### config.mk
export PLATFORM = sky130hd
export DESIGN_NAME = uart_tx_top
export DESIGN_NICKNAME = d
export VERILOG_FILES = /design/src/rtl/uart_pkg.sv /design/src/rtl/uart_tx_fifo.sv /design/src/rtl/uart_tx_top.sv
export SDC_FILE = /design/constraint.sdc
export NUM_CORES = 1
export LEC_CHECK = 0
export CORE_MARGIN = 2
export CORE_UTILIZATION = 54
export CTS_CLUSTER_DIAMETER = 200
export DETAILED_ROUTE_END_ITERATION = 10
export PLACE_DENSITY_LB_ADDON = 0.12
export SYNTH_ARGS = -nofsm -noshare
export SYNTH_HDL_FRONTEND = slang
export SYNTH_SLANG_ARGS = --single-unit
### constraint.sdc
create_clock -name clk -period 2.6 [get_ports clk]
set_clock_uncertainty 0.2 [all_clocks]
set_input_delay 0.39 -clock clk [delete_from_list [all_inputs] [get_ports clk]]
set_output_delay 0.39 -clock clk [all_outputs]
set_load 0.03 [all_outputs]
### src/rtl/uart_pkg.sv
// Shared UART definitions: line levels, data width and transmit FSM states.
package uart_pkg;

  localparam int unsigned DATA_BITS = 8;
  localparam logic        START_BIT = 1'b0;
  localparam logic        STOP_BIT  = 1'b1;

  typedef enum logic [2:0] {
    IDLE,
    START,
    DATA,
    PARITY,
    STOP
  } tx_state_t;

endpackage

### src/rtl/uart_tx_fifo.sv
// Synchronous transmit FIFO with a show-ahead read port and registered full/empty flags.
module uart_tx_fifo
  import uart_pkg::*;
#(
  parameter int unsigned FIFO_DEPTH = 8
) (
  input  logic                 clk,
  input  logic                 reset,
  input  logic                 wr_en,
  input  logic [DATA_BITS-1:0] din,
  input  logic                 rd_en,
  output logic [DATA_BITS-1:0] dout,
  output logic                 full,
  output logic                 empty
);

  localparam int unsigned AW = $clog2(FIFO_DEPTH);

  logic [DATA_BITS-1:0] mem [FIFO_DEPTH];
  logic [AW:0]          wr_ptr, rd_ptr, wr_ptr_n, rd_ptr_n;
  logic                 do_wr, do_rd;

  assign do_wr = wr_en && !full;
  assign do_rd = rd_en && !empty;
  assign dout  = mem[rd_ptr[AW-1:0]];

  always_comb begin
    wr_ptr_n = wr_ptr + {{AW{1'b0}}, do_wr};
    rd_ptr_n = rd_ptr + {{AW{1'b0}}, do_rd};
  end

  // Flags are computed from the next pointers so they change on the same edge as the level.
  always_ff @(posedge clk) begin
    if (!reset) begin
      wr_ptr <= '0;
      rd_ptr <= '0;
      full   <= 1'b0;
      empty  <= 1'b1;
    end else begin
      wr_ptr <= wr_ptr_n;
      rd_ptr <= rd_ptr_n;
      full   <= (wr_ptr_n[AW] != rd_ptr_n[AW]) && (wr_ptr_n[AW-1:0] == rd_ptr_n[AW-1:0]);
      empty  <= (wr_ptr_n == rd_ptr_n);
    end
  end

  always_ff @(posedge clk) begin
    if (do_wr) mem[wr_ptr[AW-1:0]] <= din;
  end

endmodule

### src/rtl/uart_tx_top.sv
// UART transmitter: FIFO-fed 8-bit frames with optional per-frame parity and one stop bit.
module uart_tx_top
  import uart_pkg::*;
#(
  parameter int unsigned CLKS_PER_BIT = 7,
  parameter int unsigned FIFO_DEPTH   = 8
) (
  input  logic       clk,
  input  logic       reset,
  input  logic       wr_en,
  input  logic [7:0] d_in,
  input  logic       parity_en,
  input  logic       parity_odd,
  output logic       tx,
  output logic       tx_full,
  output logic       tx_busy
);

  localparam int unsigned     BW       = $clog2(CLKS_PER_BIT);
  localparam logic [BW-1:0]   BAUD_MAX = BW'(CLKS_PER_BIT - 1);
  localparam logic [2:0]      LAST_BIT = 3'(DATA_BITS - 1);

  tx_state_t            state, state_n;
  logic [BW-1:0]        baud_cnt, baud_n;
  logic [2:0]           bit_cnt, bit_n;
  logic [DATA_BITS-1:0] shift, shift_n;
  logic                 par_en_q, par_en_n;
  logic                 par_bit_q, par_bit_n;
  logic                 tx_n, pop, baud_last;
  logic [DATA_BITS-1:0] fifo_dout;
  logic                 fifo_empty;

  uart_tx_fifo #(
    .FIFO_DEPTH(FIFO_DEPTH)
  ) u_fifo (
    .clk   (clk),
    .reset (reset),
    .wr_en (wr_en),
    .din   (d_in),
    .rd_en (pop),
    .dout  (fifo_dout),
    .full  (tx_full),
    .empty (fifo_empty)
  );

  assign baud_last = (baud_cnt == BAUD_MAX);

  always_comb begin
    state_n   = state;
    baud_n    = baud_last ? '0 : baud_cnt + 1'b1;
    bit_n     = bit_cnt;
    shift_n   = shift;
    par_en_n  = par_en_q;
    par_bit_n = par_bit_q;
    pop       = 1'b0;
    tx_n      = STOP_BIT;
    unique case (state)
      IDLE: begin
        baud_n = '0;
        if (!fifo_empty) begin
          pop     = 1'b1;
          state_n = START;
        end
      end
      START: begin
        tx_n = START_BIT;
        if (baud_last) state_n = DATA;
      end
      DATA: begin
        tx_n = shift[0];
        if (baud_last) begin
          shift_n = shift >> 1;
          bit_n   = bit_cnt + 3'd1;
          if (bit_cnt == LAST_BIT) state_n = par_en_q ? PARITY : STOP;
        end
      end
      PARITY: begin
        tx_n = par_bit_q;
        if (baud_last) state_n = STOP;
      end
      STOP: begin
        tx_n = STOP_BIT;
        if (baud_last) begin
          if (!fifo_empty) begin
            pop     = 1'b1;
            state_n = START;
          end else begin
            state_n = IDLE;
          end
        end
      end
      default: state_n = IDLE;
    endcase
    // Parity is resolved at load time since the shift register is consumed during DATA.
    if (pop) begin
      shift_n   = fifo_dout;
      par_en_n  = parity_en;
      par_bit_n = (^fifo_dout) ^ parity_odd;
    end
  end

  always_ff @(posedge clk) begin
    if (!reset) begin
      state     <= IDLE;
      baud_cnt  <= '0;
      bit_cnt   <= '0;
      shift     <= '0;
      par_en_q  <= 1'b0;
      par_bit_q <= 1'b0;
      tx        <= STOP_BIT;
      tx_busy   <= 1'b0;
    end else begin
      state     <= state_n;
      baud_cnt  <= baud_n;
      bit_cnt   <= bit_n;
      shift     <= shift_n;
      par_en_q  <= par_en_n;
      par_bit_q <= par_bit_n;
      tx        <= tx_n;
      tx_busy   <= (state_n != IDLE);
    end
  end

endmodule

==> results_dict.tcl <==
set metrics [dict create \
    leakage_uw 0.00165 \
    grt_pass1_wl_um 10500 \
    critPathMaxStageDelay_ns 0.48 \
    startpoint_type "flop" \
    ys_seq_elements 95 \
    clock_sinks 95 \
    drt_iter0_markers 65 \
    track_usage 0.185 \
    synth_nets 274 \
    p_switching_uw 1030 \
    clk_pin_slew_worst_paths_ns 0.10 \
    drive_gt1_frac 0.223 \
    crit_family "simple AND/OR/NAND/NOR gates" \
    numCtsBuffers 9 \
    critical_path_required_ns 2.66 \
    crit_fanout 5 \
    rsz0062_at_grt "no" \
    ys_seq_area_frac 0.646 \
    die_y_um 89.4 \
    setup_viol 0 \
    nets 316 \
    cp_slowest_cell "or4b_4" \
    dpl.hpwl_um 4530 \
    die_area_um2 7990 \
    dr.pass1.iters 4 \
    seq_power_share 0.494 \
    wire_per_inst_um 16.9 \
    postSynth.asyncResetShare 0 \
    hold_viol_final 0 \
    timing.hold.ws_ns 0.213 \
    portBuffers 15 \
    crit_chain "inv_1 -> ha_2 -> nand2_2 -> nand2_2 -> or4b_4 -> clkinv_4 -> ha_4 -> ha_1 -> xor2_2 -> xnor2_1 -> nor3_1 -> and3_1" \
    synth-edff-count 64 \
    drc_errors 0 \
    synth-main-ff-cell "edfxtp_1" \
    swShare 0.282 \
    row_count 31 \
    antenna_found_initial 0 \
    grt_pass1_vias 2078 \
    fin_tns_setup_ns 0 \
    grt.overflow.total 0 \
    cts_tree "done" \
    worst_pin_slew_ns 0.674 \
    worstSetupEndpointType "flop" \
    antenna_cells 0 \
    netlist-cell-type-count 43 \
    stdcell_area_um2 4610 \
    combPwrFrac 0.259 \
    dpl-instance-area_um2 4350 \
    worst-path-buf-inv 2 \
    vdd.ir_drop.worst_v 0.000455 \
    holdCritPathClass "reg2reg" \
    clockBufferDepth 2 \
    routed_wl_um 6750 \
    crit_type "reg2reg" \
    drv_cap 0 \
    io_pins 16 \
    fmax_ghz 0.402 \
    slew_headroom 0.545 \
    synth_area_um2 3940 \
    avgViaCountPerCell 5.26 \
    final_antenna_net_count 0 \
    grt_max_degree 26 \
    area_growth_pct 17.1 \
    h-tree-depth 3 \
    postSynthCellCount 253 \
    avgSynthCellArea_um2 15.6 \
    clkLatencyLatePin_ns 0.36 \
    crit_top_cell "nand2_2" \
    finalWorstSetupSlack_ns 0.114 \
    power_frac_clock 0.247 \
    period_share 0.956 \
    ys_warn_count 0 \
    slew_violations 0 \
    outcome "completed" \
    core_area_um2 7140 \
    via_count 2100 \
    die_w_um 89.4 \
    root_buffer "clkbuf_8" \
    pre_cts_slack_ns 0.00811 \
    start_util 0.552 \
    power_density_nw_per_um2 793 \
    power.internal_uw 2620 \
    crit_arrival_ns 2.55 \
    place.gp.congestion 0.748 \
    post-route-min-period_ns 2.49 \
]
## cells by family after synthesis
logic type / after synthesis / share of synthesized area
flip-flops: 95 / 0.646
buffers and inverters: 14 / 0.0197
multiplexers: 33 / 0.146
AND/OR/NAND/NOR: 69 / 0.0906
adder cells (fa/ha/maj): 8 / 0.0254
AO/OA/AOI/OAI: 18 / 0.0340
XOR/XNOR: 16 / 0.0391
## registers in the layout, summed over array words and instances, names as in the netlist
name / count
u_fifo.mem: 64
shift: 8
u_fifo.rd_ptr: 4
u_fifo.wr_ptr: 4
baud_cnt: 3
bit_cnt: 3
state: 3
par_bit_q: 1
par_en_q: 1
tx: 1
tx_busy: 1
u_fifo.empty: 1
u_fifo.full: 1
## placed cells by master, fill, tap and decap left out, drive strengths merged, types with 5 or more instances in the layout
cell type / n
edfxtp: 64
dfxtp: 31
buf: 28
nand2: 19
mux4: 16
clkdlybuf4s50: 15
mux2i: 13
nor2: 11
clkbuf: 9
xor2: 8
ha: 8
nor2b: 7
and2: 7
xnor2: 7
nand2b: 5
a21oi: 5
nor3: 5
## cell usage after synthesis, drive strengths merged, types with 2 or more instances
cell type	number	area, um2
a21oi	5	25.0
and2	7	43.8
and3	4	25.0
buf	4	40.0
clkbuf	8	30.0
dfxtp	31	621
edfxtp	64	1920
ha	8	100
mux2	4	45.0
mux2i	13	130
mux4	16	398
nand2	19	71.3
nand2b	5	31.3
nand3	3	15.0
nor2	11	41.3
nor2b	7	43.8
nor3	5	25.0
nor3b	2	15.0
o211a	4	40.0
xnor2	7	61.3
xor2	8	70.1
## power groups by stage
stage               registers, uW  clock network, uW  logic [uW]
floorplan                    1810                  0         703
global placement             1830                  0         901
detailed placement           1830                  0         909
CTS                          1800                932         914
global route                 1820                993        1040
finish                       1800                904         946
## what timing repair did
action / 4_1_cts / 5_1_grt
gates resized for setup: 1 / 8
pin swaps: 0 / 2
setup buffers: 0 / 3
hold buffers: 0 / 0
setup endpoints to repair: 1 / 3
## metal layers
layer | vias to the layer above | share of wire | wire length [um] | global-route usage
li1 | 1039 | - | - | -
met1 | 1025 | 0.45 | 3020 | 0.234
met2 | 29 | 0.51 | 3460 | 0.313
met3 | 7 | 0.029 | 198 | 0.0471
met4 | 0 | 0.012 | 78 | 0.0638
met5 | - | 0 | 0 | 0
## area by class of cell
class / instances / area, um2
clock buffers: 9 / 124
clock inverters: 7 / 67.6
fillers: 547 / 2530
inverters: 2 / 12.5
multi-input cells: 144 / 1370
flip-flops and latches: 95 / 2550
well taps: 99 / 124
repair buffers: 43 / 360
## stage by stage
stage | std cells | util | power [uW]
after floorplan | 253 | - | 2520
after global placement | 380 | 0.610 | 2730
after detailed placement | 380 | 0.610 | 2740
after CTS | 396 | 0.637 | 3650
after global routing | 399 | 0.646 | 3850
final | 399 | 0.646 | 3650
## worst paths after layout
check / start / endpoint / slack (ns) / depth (start not counted)
max: baud_cnt[0] / u_fifo.full / 0.11 / 12
min: baud_cnt[0] / baud_cnt[0] / 0.21 / 1
max reg2reg: baud_cnt[0] / u_fifo.full / 0.11 / 12
min reg2reg: baud_cnt[0] / baud_cnt[0] / 0.21 / 1
Power figures use the tool's default switching activity.
==> edit: new RTL, config.mk and constraints unchanged <==
The 5 states of `tx_state_t` get a one-hot encoding in 5 bits.
--- a/src/rtl/uart_pkg.sv
+++ b/src/rtl/uart_pkg.sv
@@ -6,10 +6,10 @@
   localparam logic        STOP_BIT  = 1'b1;
 
-  typedef enum logic [2:0] {
-    IDLE,
-    START,
-    DATA,
-    PARITY,
-    STOP
+  typedef enum logic [4:0] {
+    IDLE   = 5'b00001,
+    START  = 5'b00010,
+    DATA   = 5'b00100,
+    PARITY = 5'b01000,
+    STOP   = 5'b10000
   } tx_state_t;
 
Behaviour: no difference found for any inputs over 10 cycles, from zero or initial values and one cycle with reset low; not proved beyond that.
==> edit against the original RTL <==
  * Area after synthesis rose by 2.8%
  * Routed wire length rose by 4.4%
  * Sequential cell count rose by 2
  * Synthesized cell count rose by 9.1%
  * Via count rose by 9.6%
  * Worst setup slack got worse by 57 ps
  * Final area rose by 4.3%
  * Power rose by 7.9%
  * Critical endpoint is now u_fifo.empty$_SDFF_PN1_
  * Largest cell class unchanged
  * Highest routed layer unchanged
==> edit: results (changes against the original RTL) <==
- Synth top cells by count: edfxtp_1 (64), dfxtp_1 (33), nor2_1 (20)
- Layout cells sized above 1: 23.5% (+1.1 points)
- Run status: complete, no violations
- Sequential fraction of the synthesis area: 63.8% (-0.77 points)
- Reg clk slew, reported paths: 90 ps
- Hold Path Origin: baud_cnt[0]$_SDFF_PP0_
- Port bufs: 15 (unchanged)
- Number of diodes: 0 (unchanged)
- CTS H-tree depth: 3 (unchanged)
- Largest net degree at the start of global routing: 22 (-15%)
- Vias per inst: 5.44 (+3.4%)
- GPL Wtd Cong: 0.872 (+16%)
- Clock root buffer: clkbuf_8
- Vias: 2,301 (+9.6%)
- Ys async rst share: 0% (unchanged)
- Area contributors post-synth: edfxtp_1 (47%), dfxtp_1 (16%), mux4_2 (6.7%)
- Avg Inst Size Synth: 14.7 µm² (-5.8%)
- Placed insts: 404 (+6.3%)
- Antenna violations before repair: 0 (unchanged)
- WL/cell: 16.7 µm (-1.5%)
- Critical path peak fanout: 3 (-2)
- TritonCTS Buffers: 9 (unchanged)
- Post-detail-place hpwl: 4770 µm (+5.1%)
- Lkg Pwr: 1.66 nW (+0.27%)
- Peak VDD IR: 0.399 mV (-12%)
- Critical Setup Path Class: reg -> reg
- Placed instance area: 0.00452 mm² (+3.9%)
- Slew margin rel.: 53.6% (-0.87 points)
- First-pass GRT wire length: 11,500 µm (+9.0%)
- Vias in the first global route: 2,269 (+9.2%)
- Clock buffer depth: 2 (unchanged)
- Type of the tightest min-delay check: reg -> reg
- Global-route usage over all layers: 18.3% (-0.29 points)
- YS warnings: 0 (unchanged)
- Pre-CTS WS: -22.0 ps (-30.1 ps)
- RR Startpoint: baud_cnt[0]$_SDFF_PP0_
- Drt pass-1 iters: 4 (unchanged)
- Cell variety after synth: 41 (-4.7%)
- Max reg flops: 64 (unchanged)
- Later-pin clock latency in the skew report: 350 ps
- Iter 0 DRT Violations: 140 (+120%)
- Post-synth net total: 298 (+8.8%)
- Post-synth EDFFs: 64 (unchanged)
- Layout Nets: 341 (+7.9%)
==> edit: cell count changes after synthesis, sizes merged, moves of 5 or more <==
cell    change
nand2       -5
a21boi      +5
mux2i       -5
nor2        +9
==> edit: kinds of logic (layout without fill, tap and decap cells) <==
kind of cell / Yosys count / in the layout / synth area share, %
xor+xnor: 17 / 17 / 4.02
buf+inv: 16 / 64 / 1.92
compound gates: 30 / 30 / 5.13
simple gates: 79 / 79 / 9.98
fa+ha+maj: 9 / 9 / 2.78
flops: 97 / 97 / 63.8
mux: 28 / 28 / 12.4
==> edit: repair_timing <==
item | CTS | global route
gates resized for setup | 0 | 14
setup buffers | 1 | 2
setup endpoints to repair | 1 | 2
gates cloned | 0 | 0
pin swaps | 1 | 10
==> edit: area by class of cell <==
| class | count | area, µm² |
|---|---|---|
| flip-flops and latches | 97 | 2590 |
| fillers | 523 | 2440 |
| multi-input cells | 163 | 1520 |
| repair buffers | 44 | 380 |
| clock buffers | 9 | 124 |
| well taps | 99 | 124 |
| clock inverters | 7 | 57.6 |
| inverters | 4 | 17.5 |
==> edit: final timing paths <==
kind                                                end  slack [ps]  cells past startpoint
worst min register to register   baud_cnt[0]$_SDFF_PP0_         220                      1
worst min-delay path             baud_cnt[0]$_SDFF_PP0_         220                      1
worst max register to register  u_fifo.empty$_SDFF_PN1_          60                     11
worst max-delay path            u_fifo.empty$_SDFF_PN1_          60                     11
==> edit: layer usage <==
metal / track usage [%] / part of all wire [%] / vias up
met4: 5.77 / 1.1 / 0
met1: 27.2 / 49 / 1130
met2: 27.1 / 46 / 43
met5: 0 / 0 / -
met3: 3.84 / 3.9 / 8
li1: - / - / 1120
==> edit: worst max-delay path, stage by stage, from the launching register on <==
cell and delay (ps):
dfxtp_2 340, inv_2 60, ha_4 120, nand4b_1 140, a2111oi_4 400, nand2b_1 160
inv_4 90, ha_4 150, nand3_4 90, xor2_4 180, xor2_2 190, o41ai_2 330
==> edit: report_power, final <==
| part | total, mW | switching [mW] | leakage, nW | internal [mW] |
|---|---|---|---|---|
| clock | 0.893 | 0.528 | 0.0906 | 0.365 |
| sequential | 1.84 | 0.0703 | 0.852 | 1.77 |
| combinational | 1.21 | 0.574 | 0.717 | 0.641 |
